File: src/rtl/data_mem_ctrl.sv
// rtl/data_mem_ctrl.sv - CPU data-bus to wait-stated SRAM controller; optional MEM_ALIGN_CHECK_EN misaligned-access trap
module data_mem_ctrl #(
    parameter int AW          = 10,
    parameter int WAIT_STATES = 1
) (
    input  logic          i_clk,
    input  logic          i_rst_n,
    input  logic [31:0]   i_cpu_addr,
    input  logic [31:0]   i_cpu_wdata,
    input  logic          i_cpu_read,
    input  logic          i_cpu_wrt,
    output logic [31:0]   o_cpu_rdata,
    output logic          o_cpu_stall,
    output logic [AW-1:0] o_mem_addr,
    output logic [31:0]   o_mem_wdata,
    output logic          o_mem_ce,
    output logic          o_mem_we,
    input  logic [31:0]   i_mem_rdata,
    output logic          o_err
);

    typedef enum logic [1:0] {
        S_IDLE,
        S_ACCESS,
        S_WAIT,
        S_RESP
    } state_t;

    // Counter preload so that WAIT lasts exactly WAIT_STATES cycles
    localparam logic [3:0] WS_LOAD = (WAIT_STATES == 0) ? 4'd0 : 4'(WAIT_STATES - 1);

    state_t          r_state;
    state_t          w_next;
    logic [3:0]      r_cnt;
    logic            r_op_wr;
    logic [31:0]     r_cpu_rdata;
    logic [AW-1:0]   r_mem_addr;
    logic [31:0]   r_mem_wdata;
    logic            w_req;
    logic            w_misalign;
    logic            w_last;
    logic            w_unused;

    assign w_req = i_cpu_read | i_cpu_wrt;

    // Byte-lane and high address bits are not decoded; words alias modulo 2^AW
    assign w_unused = &{1'b0, i_cpu_addr[31:AW+2], i_cpu_addr[1:0]};

`ifdef MEM_ALIGN_CHECK_EN
    logic r_misalign;
    assign w_misalign = (i_cpu_addr[1:0] != 2'b00);
    assign o_err      = (r_state == S_RESP) && r_misalign;
`else
    assign w_misalign = 1'b0;
    assign o_err      = 1'b0;
`endif

    // Last cycle the SRAM is enabled: read data is sampled on the edge that ends it
    assign w_last = ((r_state == S_ACCESS) && (WAIT_STATES == 0)) ||
                    ((r_state == S_WAIT) && (r_cnt == 4'd0));

    // State register; reset aborts any access in flight
    always_ff @(posedge i_clk or negedge i_rst_n) begin
        if (!i_rst_n) begin
            r_state <= S_IDLE;
        end else begin
            r_state <= w_next;
        end
    end

    // Next-state and SRAM/core handshake outputs
    always_comb begin
        w_next      = r_state;
        o_mem_ce    = 1'b0;
        o_mem_we    = 1'b0;
        o_cpu_stall = 1'b0;
        case (r_state)
            S_IDLE: begin
                o_cpu_stall = w_req & i_rst_n;
                if (w_req) begin
                    w_next = w_misalign ? S_RESP : S_ACCESS;
                end
            end
            S_ACCESS: begin
                o_mem_ce    = 1'b1;
                o_mem_we    = r_op_wr;
                o_cpu_stall = 1'b1;
                w_next      = (WAIT_STATES == 0) ? S_RESP : S_WAIT;
            end
            S_WAIT: begin
                o_mem_ce    = 1'b1;
                o_mem_we    = r_op_wr;
                o_cpu_stall = 1'b1;
                if (r_cnt == 4'd0) begin
                    w_next = S_RESP;
                end
            end
            S_RESP: begin
                w_next = S_IDLE;
            end
            default: begin
                w_next = S_IDLE;
            end
        endcase
    end

    // Request latch, wait counter and load-data capture
    always_ff @(posedge i_clk or negedge i_rst_n) begin
        if (!i_rst_n) begin
            r_cnt       <= 4'd0;
            r_op_wr     <= 1'b0;
            r_cpu_rdata <= 32'd0;
            r_mem_addr  <= '0;
            r_mem_wdata <= 32'd0;
`ifdef MEM_ALIGN_CHECK_EN
            r_misalign  <= 1'b0;
`endif
        end else begin
            case (r_state)
                S_IDLE: begin
                    if (w_req) begin
                        r_mem_addr  <= i_cpu_addr[AW+1:2];
                        r_mem_wdata <= i_cpu_wdata;
                        r_op_wr     <= i_cpu_wrt;
`ifdef MEM_ALIGN_CHECK_EN
                        r_misalign  <= w_misalign;
`endif
                        if (w_misalign) begin
                            r_cpu_rdata <= 32'd0;
                        end
                    end
                end
                S_ACCESS: begin
                    r_cnt <= WS_LOAD;
                end
                S_WAIT: begin
                    if (r_cnt != 4'd0) begin
                        r_cnt <= r_cnt - 4'd1;
                    end
                end
                default: begin
                end
            endcase
            if (w_last && !r_op_wr) begin
                r_cpu_rdata <= i_mem_rdata;
            end
        end
    end

    assign o_cpu_rdata = r_cpu_rdata;
    assign o_mem_addr  = r_mem_addr;
    assign o_mem_wdata = r_mem_wdata;

endmodule
File: config.mk
export PLATFORM = sky130hd
export DESIGN_NAME = data_mem_ctrl
export DESIGN_NICKNAME = d
export VERILOG_FILES = /design/src/rtl/data_mem_ctrl.sv
export SDC_FILE = /design/constraint.sdc
export NUM_CORES = 1
export LEC_CHECK = 0
export ABC_CLOCK_PERIOD_IN_PS = 2000
export BUFFER_PORTS_ARGS = -buffer_cell sky130_fd_sc_hd__buf_2
export CAP_MARGIN = 20
export CORE_MARGIN = 3
export CORE_UTILIZATION = 40
export DETAILED_ROUTE_END_ITERATION = 6
export PLACE_DENSITY = 0.8
export SLEW_MARGIN = 5
export SYNTH_ARGS = -nofsm -noshare
export SYNTH_HDL_FRONTEND = slang
export SYNTH_SLANG_ARGS = --single-unit
File: constraint.sdc
create_clock -name i_clk -period 2 [get_ports i_clk]
set_input_delay 0.3 -clock i_clk [delete_from_list [all_inputs] [get_ports i_clk]]
set_output_delay 0.3 -clock i_clk [all_outputs]
set_load 0.02 [all_outputs]
==> results of run 1 <==
worst max-delay path: stages (launching register included):
cell and delay (ns):
dfrtp_1 0.38, inv_1 0.06, ha_2 0.17, or3b_4 0.38, or3_4 0.43, clkbuf_16 0.21
mux2_4 0.30
layer usage:
layer  track usage  up-vias  wire length [µm]
met5             0        -                 0
met4        0.0511        0                74
met3        0.0452        7               516
met2         0.278       93              3750
met1         0.192     1116              3110
li1              -     1058                 -
final cells by class:
class | instances | area [µm²] | share of cell area
clock buffer | 11 | 131 | 0.0287
clock inverter | 5 | 80.1 | 0.0175
inverter | 5 | 18.8 | 0.00410
multi-input combinational | 106 | 1210 | 0.264
sequential | 81 | 2030 | 0.443
tap | 102 | 128 | 0.0279
timing repair buffer | 171 | 986 | 0.215
per-stage QoR:
step	util	setup TNS [ns]	setup WS (ns)
2_1_floorplan	-	0	0.0235
4_1_cts	0.573	-0.499	-0.0296
3_3_place_gp	0.536	-2.88	-0.0972
6_report	0.577	-0.768	-0.0385
5_1_grt	0.577	-2.30	-0.0857
3_5_place_dp	0.536	-3.50	-0.120
layout by cell type, fill, tap and decap left out, drive strengths merged, types with 2 or more instances in the layout:
master and n:
clkinvlp 2, buf 169, clkbuf 12, nor3 2, ha 5, mux2 76, a21o 2, a21oi 2
bufinv 2, dfrtp 81, nor3b 2, or3 2, inv 5, o21ai 2
synthesized netlist by cell type:
cell type / n / share of area
dfrtp_1: 81 / 0.61
o32a_1: 1 / 0.0030
a22o_2: 1 / 0.0030
nor3b_1: 2 / 0.0045
and2b_2: 1 / 0.0026
and2_1: 1 / 0.0019
a21o_1: 2 / 0.0045
nor2_1: 1 / 0.0011
a21oi_1: 2 / 0.0030
o41ai_1: 1 / 0.0026
or3b_1: 1 / 0.0026
o21a_1: 1 / 0.0022
buf_12: 3 / 0.018
mux2_4: 30 / 0.13
buf_6: 1 / 0.0034
mux2_2: 46 / 0.16
buf_4: 1 / 0.0022
nor3_1: 2 / 0.0030
or3_2: 1 / 0.0022
o21ai_0: 2 / 0.0030
ha_1: 5 / 0.019
a31oi_1: 1 / 0.0019
or3_1: 1 / 0.0019
conb_1: 1 / 0.0011
nor2b_1: 1 / 0.0019
buf_1: 2 / 0.0022
nand2_1: 1 / 0.0011
and3_1: 1 / 0.0019
clkbuf_1: 3 / 0.0034
inv_1: 5 / 0.0056
power breakdown:
part	internal, mW	switching [mW]	total, mW
registers	2.45	0.405	2.86
logic	2.02	2.18	4.20
clock network	0.702	0.561	1.26
total	5.18	3.15	8.33
final timing paths:
check / depth (start not counted) / slack, ns / from / to
max: 6 / -0.04 / r_cnt[0]$_DFFE_PN0P_ / o_cpu_rdata[17]$_DFFE_PN0P_
min: 2 / 0.19 / i_mem_rdata[8] / o_cpu_rdata[8]$_DFFE_PN0P_
max reg2reg: 6 / -0.04 / r_cnt[0]$_DFFE_PN0P_ / o_cpu_rdata[17]$_DFFE_PN0P_
min reg2reg: 1 / 0.50 / o_mem_wdata[8]$_DFFE_PN0P_ / o_mem_wdata[8]$_DFFE_PN0P_
max in group asynchronous: 3 / 0.95 / i_rst_n / r_cnt[0]$_DFFE_PN0P_
min in group asynchronous: 2 / 0.35 / i_rst_n / o_cpu_rdata[10]$_DFFE_PN0P_
cell families (layout without fill, tap and decap cells):
family | after synthesis | in the layout | synth area share
and+or+nand+nor | 13 | 13 | 0.0247
DFF | 81 | 81 | 0.607
adders and majority gates | 5 | 5 | 0.0187
muxes | 76 | 76 | 0.290
other | 1 | 1 | 0.00112
buffers and inverters | 15 | 192 | 0.0349
AOI/OAI and AO/OA | 11 | 11 | 0.0232
state kept, by name (all words and copies together), names as in the netlist:
| name | cells |
|---|---|
| o_mem_addr | 10 |
| r_state | 2 |
| r_op_wr | 1 |
| o_mem_wdata | 32 |
| r_cnt | 4 |
| o_cpu_rdata | 32 |
timing repair:
action | 4_1_cts | 5_1_grt
cloned | 2 | 1
hold buffers | 1 | 0
resized for setup | 5 | 0
endpoints found under the setup margin | 32 | 32
buffers inserted | 1 | 1
hold endpoints to repair | 7 | 0
==> summary.md, run 1 <==
| Metric | Value |
|---|---|
| Synthesized cell area | `3340 µm²` |
| Worst Path Arrival | `2.26 ns` |
| Num CTS Buffers | `9` |
| Die Area | `9480 µm²` |
| TritonCTS clock tree | `done` |
| Drt first pass iters | `4` |
| Synth Register Bits | `81` |
| Min Tclk post-route | `2.04 ns` |
| Fin area | `4580 µm²` |
| Ratio of cells with drive above 1 in the final layout | `0.704` |
| Area grow syn2layout | `37.1%` |
| Post-Syn Nets | `307` |
| Tcrit/Tclk final | `1.02` |
| CP max FO | `8` |
| # DRC | `0` |
| Total grt overflow | `0` |
| Critical path data required time | `2.22 ns` |
| Clk_skew | `0.00619 ns` |
| VDD IR max | `765 µV` |
| Worst-path clk slew | `0.08 ns` |
| Clock Tree Buf Depth | `2` |
| Vias | `2,274` |
| Worst hold slack | `0.190 ns` |
| Clock sinks | `81` |
| RSZ-0062 raised after global routing | `yes` |
| H-Tree Depth | `3` |
| Crit path kind | `reg2reg` |
| Number of standard cells in the final layout excluding fillers | `481` |
| Post-synthesis sequential area ratio | `0.607` |
| PortBufs | `154` |
| Die W | `97.4 µm` |
| Global-route wire length before repair | `12,200 µm` |
| Syn avg cell area | `16.5 µm²` |
| Leak | `2.37 nW` |
| Outcome | `finished, violations left` |
| Ports | `178` |
| Count of cell types in the netlist | `30` |
| Max-cap violations | `0` |
| Tot Pwr | `8.33 mW` |
| DRT Wirelength | `7450 µm` |
| Failing checks | `negative setup slack` |
| Post-detail-place hpwl | `5270 µm` |
| Ys Warns | `0` |
| Initial antenna violation count | `0` |
| Die height | `97.4 µm` |
| Number of global-route vias before repair | `2,505` |
| Final hold violation count | `0` |
| CP endpoint kind | `flip-flop` |
| Largest net degree at the start of global routing | `39` |
| Nets@finish | `479` |
| Antenna Nets Post-Route | `0` |
| Worst hold path class | `in2reg` |
| Gate Count Post-Synth | `202` |
| Clock latency on the worst-skew pair | `0.33 ns` |
| DR WL/cell | `15.5 µm` |
| Initial Util | `0.421` |
| CTS Root Buffer Type | `clkbuf_8` |
| Placed Cells | `459` |
| Fill count | `669` |
| Crit path launch type | `flip-flop` |
| FP Rows | `32` |
| Core region area | `7930 µm²` |
| Max Clk Rate | `0.491 GHz` |
| Slack of the critical path | `-0.0385 ns` |
| GPL Wtd Cong | `0.814` |
| Iter 0 DRT Violations | `48` |
| Setup Viol. Count Final | `32` |
| Power Density | `1820 nW/µm²` |
| DR vias/cell | `4.73` |
| Count of final max-slew check failures | `0` |
| # diodes | `0` |
| Gr usage total | `0.160` |
| Placed cell areas | `4250 µm²` |
Power figures use the tool's default switching activity.
==> inputs of run 2 (changes only) <==
- CORE_UTILIZATION: 40 -> 25
- PLACE_DENSITY: 0.8 -> 0.56
==> run 2 against run 1 <==
The flow still finishes with violations (negative setup slack). Non-clock buffer count fell by 6. Critical path depth did not move. Highest routed layer unchanged. Hold slack got worse by 0.19 ns. Design area rose by 2.2%. Critical path type unchanged. Critical endpoint is now o_cpu_rdata[11]$_DFFE_PN0P_. Count of clock-buffer cells in the layout rose by 1. Power rose by 3.5%. Via count fell by 1.3%.
==> summary.md, run 2 (synthesis gave the netlist of run 1 again) <==
| Metric | Value |
|---|---|
| Initial antenna violation count | `0 (unchanged)` |
| Antenna Nets Post-Route | `0 (unchanged)` |
| PortBufs | `154 (unchanged)` |
| DR vias/cell | `4.13 (-13%)` |
| Power Density | `1840 nW/µm² (+1.2%)` |
| Clock Tree Buf Depth | `2 (unchanged)` |
| Clk_skew | `0.00433 ns (-0.00186 ns)` |
| Critical path origin | `r_cnt[0]$_DFFE_PN0P_` |
| Number of global-route vias before repair | `2,330 (-7.0%)` |
| Clock sinks | `81 (unchanged)` |
| Slowest-stage cell, CP | `or3_4` |
| Worst hold path class | `in2async` |
| GPL Wtd Cong | `0.791 (-2.9%)` |
| Failing checks | `negative setup slack` |
| R2R Path Start | `r_cnt[0]$_DFFE_PN0P_` |
| Vias | `2,245 (-1.3%)` |
| Worst-path clk slew | `0.06 ns (-0.02 ns)` |
| CTS Root Buffer Type | `clkbuf_16` |
| Post-detail-place hpwl | `5520 µm (+4.7%)` |
| Die height | `122 µm (+25%)` |
| # diodes | `0 (unchanged)` |
| Post-CTS Hold Buffers | `0 (-1)` |
| Core region area | `12,800 µm² (+62%)` |
| # DRC | `0 (unchanged)` |
| Final hold violation count | `0 (unchanged)` |
| CP Depth | `6 (unchanged)` |
| Iter 0 DRT Violations | `86 (+79%)` |
| H-Tree Depth | `3 (unchanged)` |
| Slowest stage delay, CP | `0.40 ns (-0.03 ns)` |
| CP endpoint | `o_cpu_rdata[11]$_DFFE_PN0P_` |
| Num CTS Buffers | `9 (unchanged)` |
| Area grow syn2layout | `40.2%` |
| Setup Viol. Count Final | `28 (-13%)` |
| Most common cell after layout, fill and taps aside | `buf_2` |
| Critical path data required time | `2.21 ns (about the same)` |
| Fin area | `4680 µm² (+2.2%)` |
| RSZ-0062 raised after global routing | `yes` |
| FP Rows | `41 (+28%)` |
| Crit path launch type | `flip-flop` |
| Outcome | `finished, violations left` |
| Crit path cell chain | `inv_1 > ha_2 > or3b_4 > or3_4 > buf_12 > mux2_4` |
| Largest net degree at the start of global routing | `82 (+110%)` |
| FF-to-FF setup slack | `-0.02 ns (+0.02 ns)` |
| Nets@finish | `473 (-1.3%)` |
| Placed Cells | `528 (+15%)` |
| Ports | `178 (unchanged)` |
| Total grt overflow | `0 (unchanged)` |
| CP endpoint kind | `flip-flop` |
| Gr usage total | `0.106 (-0.0537)` |
| Depth of the most critical reg-to-reg path | `6 (unchanged)` |
| Leak | `2.37 nW (+0.31%)` |
| Min Tclk post-route | `2.02 ns (-0.0203 ns)` |
| DR WL/cell | `14.2 µm (-8.0%)` |
| Drt first pass iters | `4 (unchanged)` |
| Max-cap violations | `0 (unchanged)` |
| TritonCTS clock tree | `done` |
| Tcrit/Tclk final | `1.01 (-0.0102)` |
| Ratio of cells with drive above 1 in the final layout | `0.707 (+0.00250)` |
| Critical path buffer and inverter count | `2 (unchanged)` |
| Count of final max-slew check failures | `0 (unchanged)` |
| Die Area | `14,800 µm² (+56%)` |
| Worst Path Arrival | `2.23 ns (-0.03 ns)` |
| Crit path kind | `reg2reg` |
| Initial Util | `0.260 (-0.161)` |
| Global-route wire length before repair | `12,000 µm (-1.9%)` |
| Placed cell areas | `4340 µm² (+2.2%)` |
| DRT Wirelength | `7750 µm (+4.1%)` |
| CP top delay family | `simple AND/OR/NAND/NOR gates` |
| VDD IR max | `823 µV (+7.7%)` |
| Number of standard cells in the final layout excluding fillers | `544 (+13%)` |
| CP max FO | `16 (+8)` |
| Slack of the critical path | `-0.0181 ns (+0.0203 ns)` |
| Max Clk Rate | `0.496 GHz (+1.0%)` |
| Die W | `122 µm (+25%)` |
| Clock latency on the worst-skew pair | `0.33 ns (about the same)` |
| R2r endpoint | `o_cpu_rdata[11]$_DFFE_PN0P_` |
| Commonest cells after routing, fill and taps aside | `153 x buf_2, 81 x dfrtp_1, 46 x mux2_2, 30 x mux2_4, 9 x clkbuf_16` |
run 2: worst min-delay path by stage:
stage               startpoint                     endpoint  slack, ns
finish                 i_rst_n  o_cpu_rdata[12]$_DFFE_PN0P_      0.005
global route           i_rst_n  o_cpu_rdata[12]$_DFFE_PN0P_       0.05
CTS                    i_rst_n  o_cpu_rdata[12]$_DFFE_PN0P_       0.06
detailed placement     i_rst_n  o_cpu_rdata[12]$_DFFE_PN0P_       0.43
global placement       i_rst_n  o_cpu_rdata[24]$_DFFE_PN0P_       0.43
floorplan              i_rst_n   o_cpu_rdata[0]$_DFFE_PN0P_      0.004
run 2: worst register-to-register path: stages, from the launching register on:
cell,delay (ns)
dfrtp_1,0.37
inv_1,0.06
ha_2,0.19
or3b_4,0.38
or3_4,0.40
buf_12,0.19
mux2_4,0.32
run 2: metal layers:
metal	share of wire	vias to the layer above	global-route usage
li1	-	1036	-
met2	0.48	92	0.164
met5	0	-	0
met1	0.42	1104	0.130
met3	0.082	13	0.0436
met4	0.022	0	0.0490
run 2: per-stage QoR:
stage          worst slack, ns  TNS (ns)  power, mW  utilization  hold slack [ns]
2_1_floorplan           0.0235         0       5.71            -          0.00441
3_3_place_gp            -0.119     -3.54       6.90        0.339            0.429
3_5_place_dp            -0.124     -3.68       6.99        0.339            0.432
4_1_cts                -0.0458     -1.05       8.77        0.364           0.0628
5_1_grt                 -0.103     -3.03       9.17        0.365           0.0462
6_report               -0.0181    -0.219       8.62        0.365          0.00508
run 2: repair_timing:
action                     4_1_cts  5_1_grt
hold endpoints to repair         0        0
gates resized for setup          2        3
setup endpoints to repair       32       34
setup buffers                    0        0
cloned                           1        0
run 2: cell type report:
| type | count | area (µm²) |
|---|---|---|
| Sequential cell | 81 | 2030 |
| Clock inverter | 3 | 40.0 |
| Tap cell | 172 | 215 |
| Timing Repair Buffer | 165 | 913 |
| Inverter | 5 | 18.8 |
| Multi-Input combinational cell | 106 | 1210 |
| Clock buffer | 12 | 256 |
| Fill cell | 1267 | 8150 |
run 2: where the power goes:
group / leakage [nW] / internal [mW] / total (mW) / switching (mW)
Clock: 0.148 / 1.02 / 1.64 / 0.614
Sequential: 0.959 / 2.46 / 2.86 / 0.403
Combinational: 1.27 / 1.95 / 4.12 / 2.16
